## src/rtl/ky32_ctrl_if.sv

```systemverilog
// Shared instruction/data memory handshake between the KY32 control FSM and the memory port.
interface ky32_ctrl_if;
    logic mem_req;
    logic mem_we;
    logic iord;
    logic mem_ready;

    modport master (output mem_req, output mem_we, output iord, input mem_ready);
    modport slave  (input mem_req, input mem_we, input iord, output mem_ready);
endinterface

```

## src/rtl/ky32_ctrl.sv

```systemverilog
// KY32 multi-cycle main control FSM: Moore outputs decoded from a 4-bit state register.
// Optional macro KY32_ILLEGAL_TRAP_EN: illegal instructions park the FSM in HALT instead of retiring as NOPs.
module ky32_ctrl (
    input  logic        clk,
    input  logic        rst_n,
    ky32_ctrl_if.master mem,
    input  logic [5:0]  opcode,
    input  logic [5:0]  funct,
    input  logic        alu_zr,
    output logic        ir_we,
    output logic        pc_we,
    output logic [1:0]  pc_src,
    output logic        alu_srca,
    output logic [1:0]  alu_srcb,
    output logic        imm_zx,
    output logic [3:0]  alu_c,
    output logic        reg_we,
    output logic        reg_dst,
    output logic        mem_to_reg,
    output logic        instr_done,
    output logic [31:0] instret,
    output logic        halted
);

    typedef enum logic [3:0] {
        S_FETCH  = 4'd0,
        S_DECODE = 4'd1,
        S_MEMADR = 4'd2,
        S_MEMRD  = 4'd3,
        S_MEMWB  = 4'd4,
        S_MEMWR  = 4'd5,
        S_EXEC   = 4'd6,
        S_ALUWB  = 4'd7,
        S_BRANCH = 4'd8,
        S_JUMP   = 4'd9,
        S_HALT   = 4'd10
    } state_t;

    localparam state_t RESET_STATE = S_FETCH;

    localparam logic [3:0] ALU_ADD = 4'b0000;
    localparam logic [3:0] ALU_SUB = 4'b0100;
    localparam logic [3:0] ALU_AND = 4'b0001;
    localparam logic [3:0] ALU_OR  = 4'b0101;
    localparam logic [3:0] ALU_XOR = 4'b0010;
    localparam logic [3:0] ALU_LUI = 4'b0110;
    localparam logic [3:0] ALU_SLL = 4'b0011;
    localparam logic [3:0] ALU_SRL = 4'b0111;
    localparam logic [3:0] ALU_SRA = 4'b1111;

    localparam logic [5:0] OP_RTYPE = 6'h00;
    localparam logic [5:0] OP_J     = 6'h02;
    localparam logic [5:0] OP_BEQ   = 6'h04;
    localparam logic [5:0] OP_BNE   = 6'h05;
    localparam logic [5:0] OP_ADDI  = 6'h08;
    localparam logic [5:0] OP_ANDI  = 6'h0C;
    localparam logic [5:0] OP_ORI   = 6'h0D;
    localparam logic [5:0] OP_XORI  = 6'h0E;
    localparam logic [5:0] OP_LUI   = 6'h0F;
    localparam logic [5:0] OP_LW    = 6'h23;
    localparam logic [5:0] OP_SW    = 6'h2B;

    state_t      r_state;
    state_t      w_state_next;
    logic [31:0] r_instret;

    logic        w_op_r;
    logic        w_r_legal;
    logic        w_i_legal;
    logic        w_is_mem;
    logic        w_is_br;
    logic        w_is_j;

    logic        w_mem_req;
    logic        w_mem_we;
    logic        w_iord;
    logic        w_ir_we;
    logic        w_pc_we;
    logic [1:0]  w_pc_src;
    logic        w_srca;
    logic [1:0]  w_srcb;
    logic        w_imm_zx;
    logic [3:0]  w_alu_c;
    logic        w_reg_we;
    logic        w_reg_dst;
    logic        w_mem_to_reg;
    logic        w_retire;
    logic        w_halted;

    assign w_op_r    = (opcode == OP_RTYPE);
    assign w_r_legal = w_op_r && (funct inside {6'h20, 6'h22, 6'h24, 6'h25, 6'h26, 6'h00, 6'h02, 6'h03});
    assign w_i_legal = opcode inside {OP_ADDI, OP_ANDI, OP_ORI, OP_XORI, OP_LUI};
    assign w_is_mem  = (opcode == OP_LW) || (opcode == OP_SW);
    assign w_is_br   = (opcode == OP_BEQ) || (opcode == OP_BNE);
    assign w_is_j    = (opcode == OP_J);

    always_ff @(posedge clk or negedge rst_n) begin
        if (!rst_n) begin
            r_state   <= RESET_STATE;
            r_instret <= 32'd0;
        end else begin
            r_state <= w_state_next;
            if (w_retire) begin
                r_instret <= r_instret + 32'd1;
            end
        end
    end

    always_comb begin
        w_state_next = r_state;
        w_mem_req    = 1'b0;
        w_mem_we     = 1'b0;
        w_iord       = 1'b0;
        w_ir_we      = 1'b0;
        w_pc_we      = 1'b0;
        w_pc_src     = 2'b00;
        w_srca       = 1'b0;
        w_srcb       = 2'b00;
        w_imm_zx     = 1'b0;
        w_alu_c      = ALU_ADD;
        w_reg_we     = 1'b0;
        w_reg_dst    = 1'b0;
        w_mem_to_reg = 1'b0;
        w_retire     = 1'b0;
        w_halted     = 1'b0;

        case (r_state)
            S_FETCH: begin
                w_mem_req = 1'b1;
                w_srcb    = 2'b01;
                if (mem.mem_ready) begin
                    w_ir_we      = 1'b1;
                    w_pc_we      = 1'b1;
                    w_state_next = S_DECODE;
                end
            end
            S_DECODE: begin
                // Branch target (PC+4 + imm<<2) is parked in ALUOut here for BRANCH to use.
                w_srcb = 2'b11;
                if (w_is_mem) begin
                    w_state_next = S_MEMADR;
                end else if (w_r_legal || w_i_legal) begin
                    w_state_next = S_EXEC;
                end else if (w_is_br) begin
                    w_state_next = S_BRANCH;
                end else if (w_is_j) begin
                    w_state_next = S_JUMP;
                end else begin
`ifdef KY32_ILLEGAL_TRAP_EN
                    w_state_next = S_HALT;
`else
                    w_state_next = S_FETCH;
                    w_retire     = 1'b1;
`endif
                end
            end
            S_MEMADR: begin
                w_srca       = 1'b1;
                w_srcb       = 2'b10;
                w_state_next = (opcode == OP_LW) ? S_MEMRD : S_MEMWR;
            end
            S_MEMRD: begin
                w_mem_req = 1'b1;
                w_iord    = 1'b1;
                if (mem.mem_ready) begin
                    w_state_next = S_MEMWB;
                end
            end
            S_MEMWB: begin
                w_reg_we     = 1'b1;
                w_mem_to_reg = 1'b1;
                w_retire     = 1'b1;
                w_state_next = S_FETCH;
            end
            S_MEMWR: begin
                w_mem_req = 1'b1;
                w_mem_we  = 1'b1;
                w_iord    = 1'b1;
                if (mem.mem_ready) begin
                    w_retire     = 1'b1;
                    w_state_next = S_FETCH;
                end
            end
            S_EXEC: begin
                w_srca       = 1'b1;
                w_state_next = S_ALUWB;
                if (w_op_r) begin
                    w_srcb = 2'b00;
                    case (funct)
                        6'h22:   w_alu_c = ALU_SUB;
                        6'h24:   w_alu_c = ALU_AND;
                        6'h25:   w_alu_c = ALU_OR;
                        6'h26:   w_alu_c = ALU_XOR;
                        6'h00:   w_alu_c = ALU_SLL;
                        6'h02:   w_alu_c = ALU_SRL;
                        6'h03:   w_alu_c = ALU_SRA;
                        default: w_alu_c = ALU_ADD;
                    endcase
                end else begin
                    w_srcb = 2'b10;
                    case (opcode)
                        OP_ANDI: begin w_alu_c = ALU_AND; w_imm_zx = 1'b1; end
                        OP_ORI:  begin w_alu_c = ALU_OR;  w_imm_zx = 1'b1; end
                        OP_XORI: begin w_alu_c = ALU_XOR; w_imm_zx = 1'b1; end
                        OP_LUI:  w_alu_c = ALU_LUI;
                        default: w_alu_c = ALU_ADD;
                    endcase
                end
            end
            S_ALUWB: begin
                w_reg_we     = 1'b1;
                w_reg_dst    = w_op_r;
                w_retire     = 1'b1;
                w_state_next = S_FETCH;
            end
            S_BRANCH: begin
                w_srca       = 1'b1;
                w_alu_c      = ALU_SUB;
                w_pc_src     = 2'b01;
                w_pc_we      = ((opcode == OP_BEQ) && alu_zr) || ((opcode == OP_BNE) && !alu_zr);
                w_retire     = 1'b1;
                w_state_next = S_FETCH;
            end
            S_JUMP: begin
                w_pc_we      = 1'b1;
                w_pc_src     = 2'b10;
                w_retire     = 1'b1;
                w_state_next = S_FETCH;
            end
`ifdef KY32_ILLEGAL_TRAP_EN
            S_HALT: begin
                w_halted     = 1'b1;
                w_state_next = S_HALT;
            end
`endif
            default: begin
                w_state_next = S_FETCH;
            end
        endcase
    end

    // Outputs are gated by rst_n so an in-flight memory request drops the moment reset asserts.
    assign mem.mem_req = rst_n & w_mem_req;
    assign mem.mem_we  = rst_n & w_mem_we;
    assign mem.iord    = rst_n & w_iord;
    assign ir_we       = rst_n & w_ir_we;
    assign pc_we       = rst_n & w_pc_we;
    assign pc_src      = rst_n ? w_pc_src : 2'b00;
    assign alu_srca    = rst_n & w_srca;
    assign alu_srcb    = rst_n ? w_srcb : 2'b00;
    assign imm_zx      = rst_n & w_imm_zx;
    assign alu_c       = rst_n ? w_alu_c : 4'b0000;
    assign reg_we      = rst_n & w_reg_we;
    assign reg_dst     = rst_n & w_reg_dst;
    assign mem_to_reg  = rst_n & w_mem_to_reg;
    assign instr_done  = rst_n & w_retire;
    assign instret     = r_instret;
`ifdef KY32_ILLEGAL_TRAP_EN
    assign halted      = rst_n & w_halted;
`else
    assign halted      = 1'b0;
`endif

endmodule

```

## src/flat_wrapper.sv

```systemverilog
// flat-port wrapper written by rule: the top's interface ports become plain ports
module ky32_ctrl_flat 
  (clk, rst_n, opcode, funct, alu_zr, ir_we, pc_we, pc_src, alu_srca, alu_srcb, imm_zx, alu_c, reg_we, reg_dst, mem_to_reg, instr_done, instret, halted, mem_mem_req, mem_mem_we, mem_iord, mem_mem_ready);
  ky32_ctrl_if mem_i ();
  input  logic clk;
  input  logic rst_n;
  input  logic [5:0] opcode;
  input  logic [5:0] funct;
  input  logic alu_zr;
  output logic ir_we;
  output logic pc_we;
  output logic [1:0] pc_src;
  output logic alu_srca;
  output logic [1:0] alu_srcb;
  output logic imm_zx;
  output logic [3:0] alu_c;
  output logic reg_we;
  output logic reg_dst;
  output logic mem_to_reg;
  output logic instr_done;
  output logic [31:0] instret;
  output logic halted;
  output wire logic [$bits(mem_i.mem_req)-1:0] mem_mem_req;
  output wire logic [$bits(mem_i.mem_we)-1:0] mem_mem_we;
  output wire logic [$bits(mem_i.iord)-1:0] mem_iord;
  input wire logic [$bits(mem_i.mem_ready)-1:0] mem_mem_ready;
  assign mem_mem_req = mem_i.mem_req;
  assign mem_mem_we = mem_i.mem_we;
  assign mem_iord = mem_i.iord;
  assign mem_i.mem_ready = mem_mem_ready;
  ky32_ctrl u_core (.clk(clk), .rst_n(rst_n), .mem(mem_i), .opcode(opcode), .funct(funct), .alu_zr(alu_zr), .ir_we(ir_we), .pc_we(pc_we), .pc_src(pc_src), .alu_srca(alu_srca), .alu_srcb(alu_srcb), .imm_zx(imm_zx), .alu_c(alu_c), .reg_we(reg_we), .reg_dst(reg_dst), .mem_to_reg(mem_to_reg), .instr_done(instr_done), .instret(instret), .halted(halted));
endmodule
```

## config.mk

```make
export PLATFORM = sky130hd
export DESIGN_NAME = ky32_ctrl_flat
export DESIGN_NICKNAME = d
export VERILOG_FILES = /design/src/rtl/ky32_ctrl_if.sv /design/src/rtl/ky32_ctrl.sv /design/src/flat_wrapper.sv
export SDC_FILE = /design/constraint.sdc
export NUM_CORES = 1
export LEC_CHECK = 0
export ABC_AREA = 0
export CAP_MARGIN = 20
export CELL_PAD_IN_SITES_DETAIL_PLACEMENT = 1
export CELL_PAD_IN_SITES_GLOBAL_PLACEMENT = 2
export CORE_MARGIN = 4
export CORE_UTILIZATION = 30
export CTS_CLUSTER_SIZE = 10
export DETAILED_ROUTE_END_ITERATION = 16
export PLACE_DENSITY_LB_ADDON = 0.25
export SYNTH_ARGS = -nofsm -noshare
export SYNTH_HDL_FRONTEND = slang
export SYNTH_SLANG_ARGS = --single-unit
```

## constraint.sdc

```tcl
create_clock -name clk -period 3.3 [get_ports clk]
set_input_delay 0.33 -clock clk [delete_from_list [all_inputs] [get_ports clk]]
set_output_delay 0.33 -clock clk [all_outputs]
set_load 0.05 [all_outputs]
```

==> summary.md <==
| Metric | Value |
|---|---|
| Status | `completed` |
| DRT Pass-1 Iters | `4` |
| Gate Count Post-Synth | `273` |
| Slew @ Worst Pin | `0.584 ns` |
| First-pass GRT wire length | `11500 um` |
| Metal3 WL | `183 um` |
| Antenna violations before repair | `0` |
| Layout Skew | `0.00577 ns` |
| Design area | `3310 um^2` |
| CTS sink count | `36` |
| I/O Pins | `68` |
| Die height | `98.0 um` |
| Yosys warning total | `0` |
| Most frequent cell after synthesis | `dfrtp_1` |
| Gpl congestion | `0.868` |
| Period utilization | `92.1%` |
| # Post-CTS Setup Buffers | `0` |
| Max clock buf depth | `2` |
| Slew HR | `61.1%` |
| Max cap viols | `0` |
| DRT Wirelength | `6870 um` |
| Worst r2r dst | `u_core.instret[25]$_DFFE_PN0P_` |
| Layout net count | `352` |
| Asr flop ratio synth | `100%` |
| Die area | `9610 um^2` |
| GRT overflow | `0` |
| Maximum VDD drop | `0.000228 V` |
| Metal-1 WL | `3450 um` |
| DR top layer | `met4` |
| Vias/cell | `5.15` |
| Most area-hungry cell type in the Yosys netlist | `dfrtp_1` |
| Finished Layout Cells | `438` |
| FF-to-FF Start | `u_core.r_state[1]$_DFFE_PN0P_` |
| Syn_nets | `290` |
| Number of global-route vias before repair | `2256` |
| Fmax | `0.329 GHz` |
| Fin Setup TNS | `0 ns` |
| Fillers | `917` |
| WP data required | `2.97 ns` |
| IO buf count | `66` |
| Hpwl dp | `5080 um` |
| Inserted Diodes | `0` |
| Number of synthesized flops with an enable pin | `0` |
| Top_reg_cell synth | `dfrtp_1` |
| RSZ-0062 raised after global routing | `no` |
| Core Rows | `32` |
| Pwr per Cell Area | `706 nW/um^2` |
| Top cell type's share of synthesized area | `37.1%` |
| Total power | `2340 uW` |
| Clk_lat worst skew | `0.29 ns` |
| Final Hold Viols | `0` |
| Synthesized area | `2430 um^2` |
| Post-route ant nets | `0` |
| Post-layout util | `42.4%` |
| Synth Register Bits | `36` |
| Crit path DAT | `2.71 ns` |
| CP Capture Type | `output port` |
| Largest net degree at the start of global routing | `32` |
| Area post-placement | `3150 um^2` |
| # resized after CTS | `0` |
| Hold WC Path Type | `in -> async` |
| Crit Path Category | `in -> out` |
| Inserted Clock Buffers | `5` |
| Vias | `2255` |
| Area Growth Syn to Fin | `36.2%` |
| Worst Path Max Fanout | `7` |
| Ranking of synthesized cells by area | `dfrtp_1 (37%), xor2_1 (9.0%), a211oi_1 (4.3%)` |
| Final setup fails | `0` |
| Final worst path period need | `3.04 ns` |
| Synth cell count leaders | `dfrtp_1 (36), nand2_1 (25), xor2_1 (25)` |
| Critical path origin | `opcode[3]` |
| Root Buffer | `clkbuf_8` |
| Clock slew seen by the registers of the worst setup and hold paths | `0.08 ns` |
| H-Tree Level Count | `2` |
| Worst reg-to-reg setup slack | `1.02 ns` |
| Post-Syn Area per Cell | `8.91 um^2` |
| Synth cell types | `51` |
| Core area | `7810 um^2` |
| Iteration-0 DRC Markers | `47` |
| Ratio of cells with drive above 1 in the final layout | `8.93%` |
| Hold bufs inserted after CTS | `0` |
| Placed cell count | `430` |
| Clock tree from TritonCTS | `built` |
| R2R cell count | `6` |
| Overall Global Routing Usage | `14.3%` |
| Final slew viol count | `0` |
| Crit start category | `primary input` |
| Leak | `0.00114 uW` |
| Residual DRC | `0` |
| Met2 WL | `3220 um` |
| Seq/Total Area, Yosys | `37.1%` |
| Die Width | `98.0 um` |
| Starting Density | `31.1%` |
| Drt wl/cell | `15.7 um` |
-- where the power goes --
| part | switching, uW | total (uW) | internal [uW] | leakage, uW |
|---|---|---|---|---|
| sequential | 163 | 707 | 545 | 0.000392 |
| combinational | 725 | 1090 | 360 | 0.000673 |
| clock | 169 | 548 | 378 | 0.0000784 |
-- worst max-delay path by stage --
stage / endpoint / slack (ns) / cells past startpoint
after floorplan: reg_dst / 0.42 / 4
after global placement: alu_c[3] / 0.35 / 7
after detailed placement: alu_c[2] / 0.25 / 7
after CTS: alu_c[2] / 0.25 / 7
after global routing: alu_c[2] / 0.04 / 7
final: alu_c[2] / 0.26 / 7
-- cell type report --
class	count	area, um^2	area share, %
tap	102	128	3.85
inverter	12	45.0	1.36
multi-input combinational	210	1400	42.2
timing repair buffer	70	681	20.6
clock inverter	3	90.1	2.72
clock buffer	5	68.8	2.08
sequential	36	901	27.2
-- metal layers --
layer / GRT usage [%] / vias up
met3: 2.57 / 2
met2: 22.5 / 32
met5: 0 / -
met1: 20.8 / 1116
met4: 2.24 / 0
li1: - / 1105
-- critical path, cell delays in order --
cell,delay [ns]
clkdlybuf4s50_1,0.54
nor3_1,0.34
and2_1,0.22
and3_1,0.22
a22oi_1,0.09
o22ai_1,0.12
clkdlybuf4s50_1,0.84
-- sequential cells by signal, summed over array words and instances, names as in the netlist --
register,flops
u_core.instret,32
u_core.r_state,4
-- metrics by stage --
stage | hold WS (ns) | worst slack (ns)
2_1_floorplan | 0.0344 | 0.423
3_3_place_gp | 0.331 | 0.346
3_5_place_dp | 0.329 | 0.254
4_1_cts | 0.0171 | 0.250
5_1_grt | 0.0302 | 0.0435
6_report | 0.0123 | 0.260
-- placed cells by master (no fill, tap or decap), drive strengths merged, types with 7 or more instances in the layout --
cell type	Yosys	layout
buf	12	7
nand3	13	13
xor2	25	25
xnor2	8	8
dfrtp	36	36
and3	7	7
clkdlybuf4s50	0	63
inv	12	12
nor2b	7	7
nand2	25	25
nor3	12	12
nand4	10	10
a2111oi	7	7
a21oi	18	18
nor2	17	17
a211oi	14	14
-- logic make-up (layout without fill, tap and decap cells) --
group	count (synthesis)	count (layout)	synth area share [%]
xor+xnor	33	33	11.9
simple gates	113	113	24.5
buf+inv	27	90	5.40
compound gates	59	59	19.1
fa+ha+maj	1	1	0.515
other cells	1	1	0.154
mux	3	3	1.29
flops	36	36	37.1
Power figures use the tool's default switching activity.
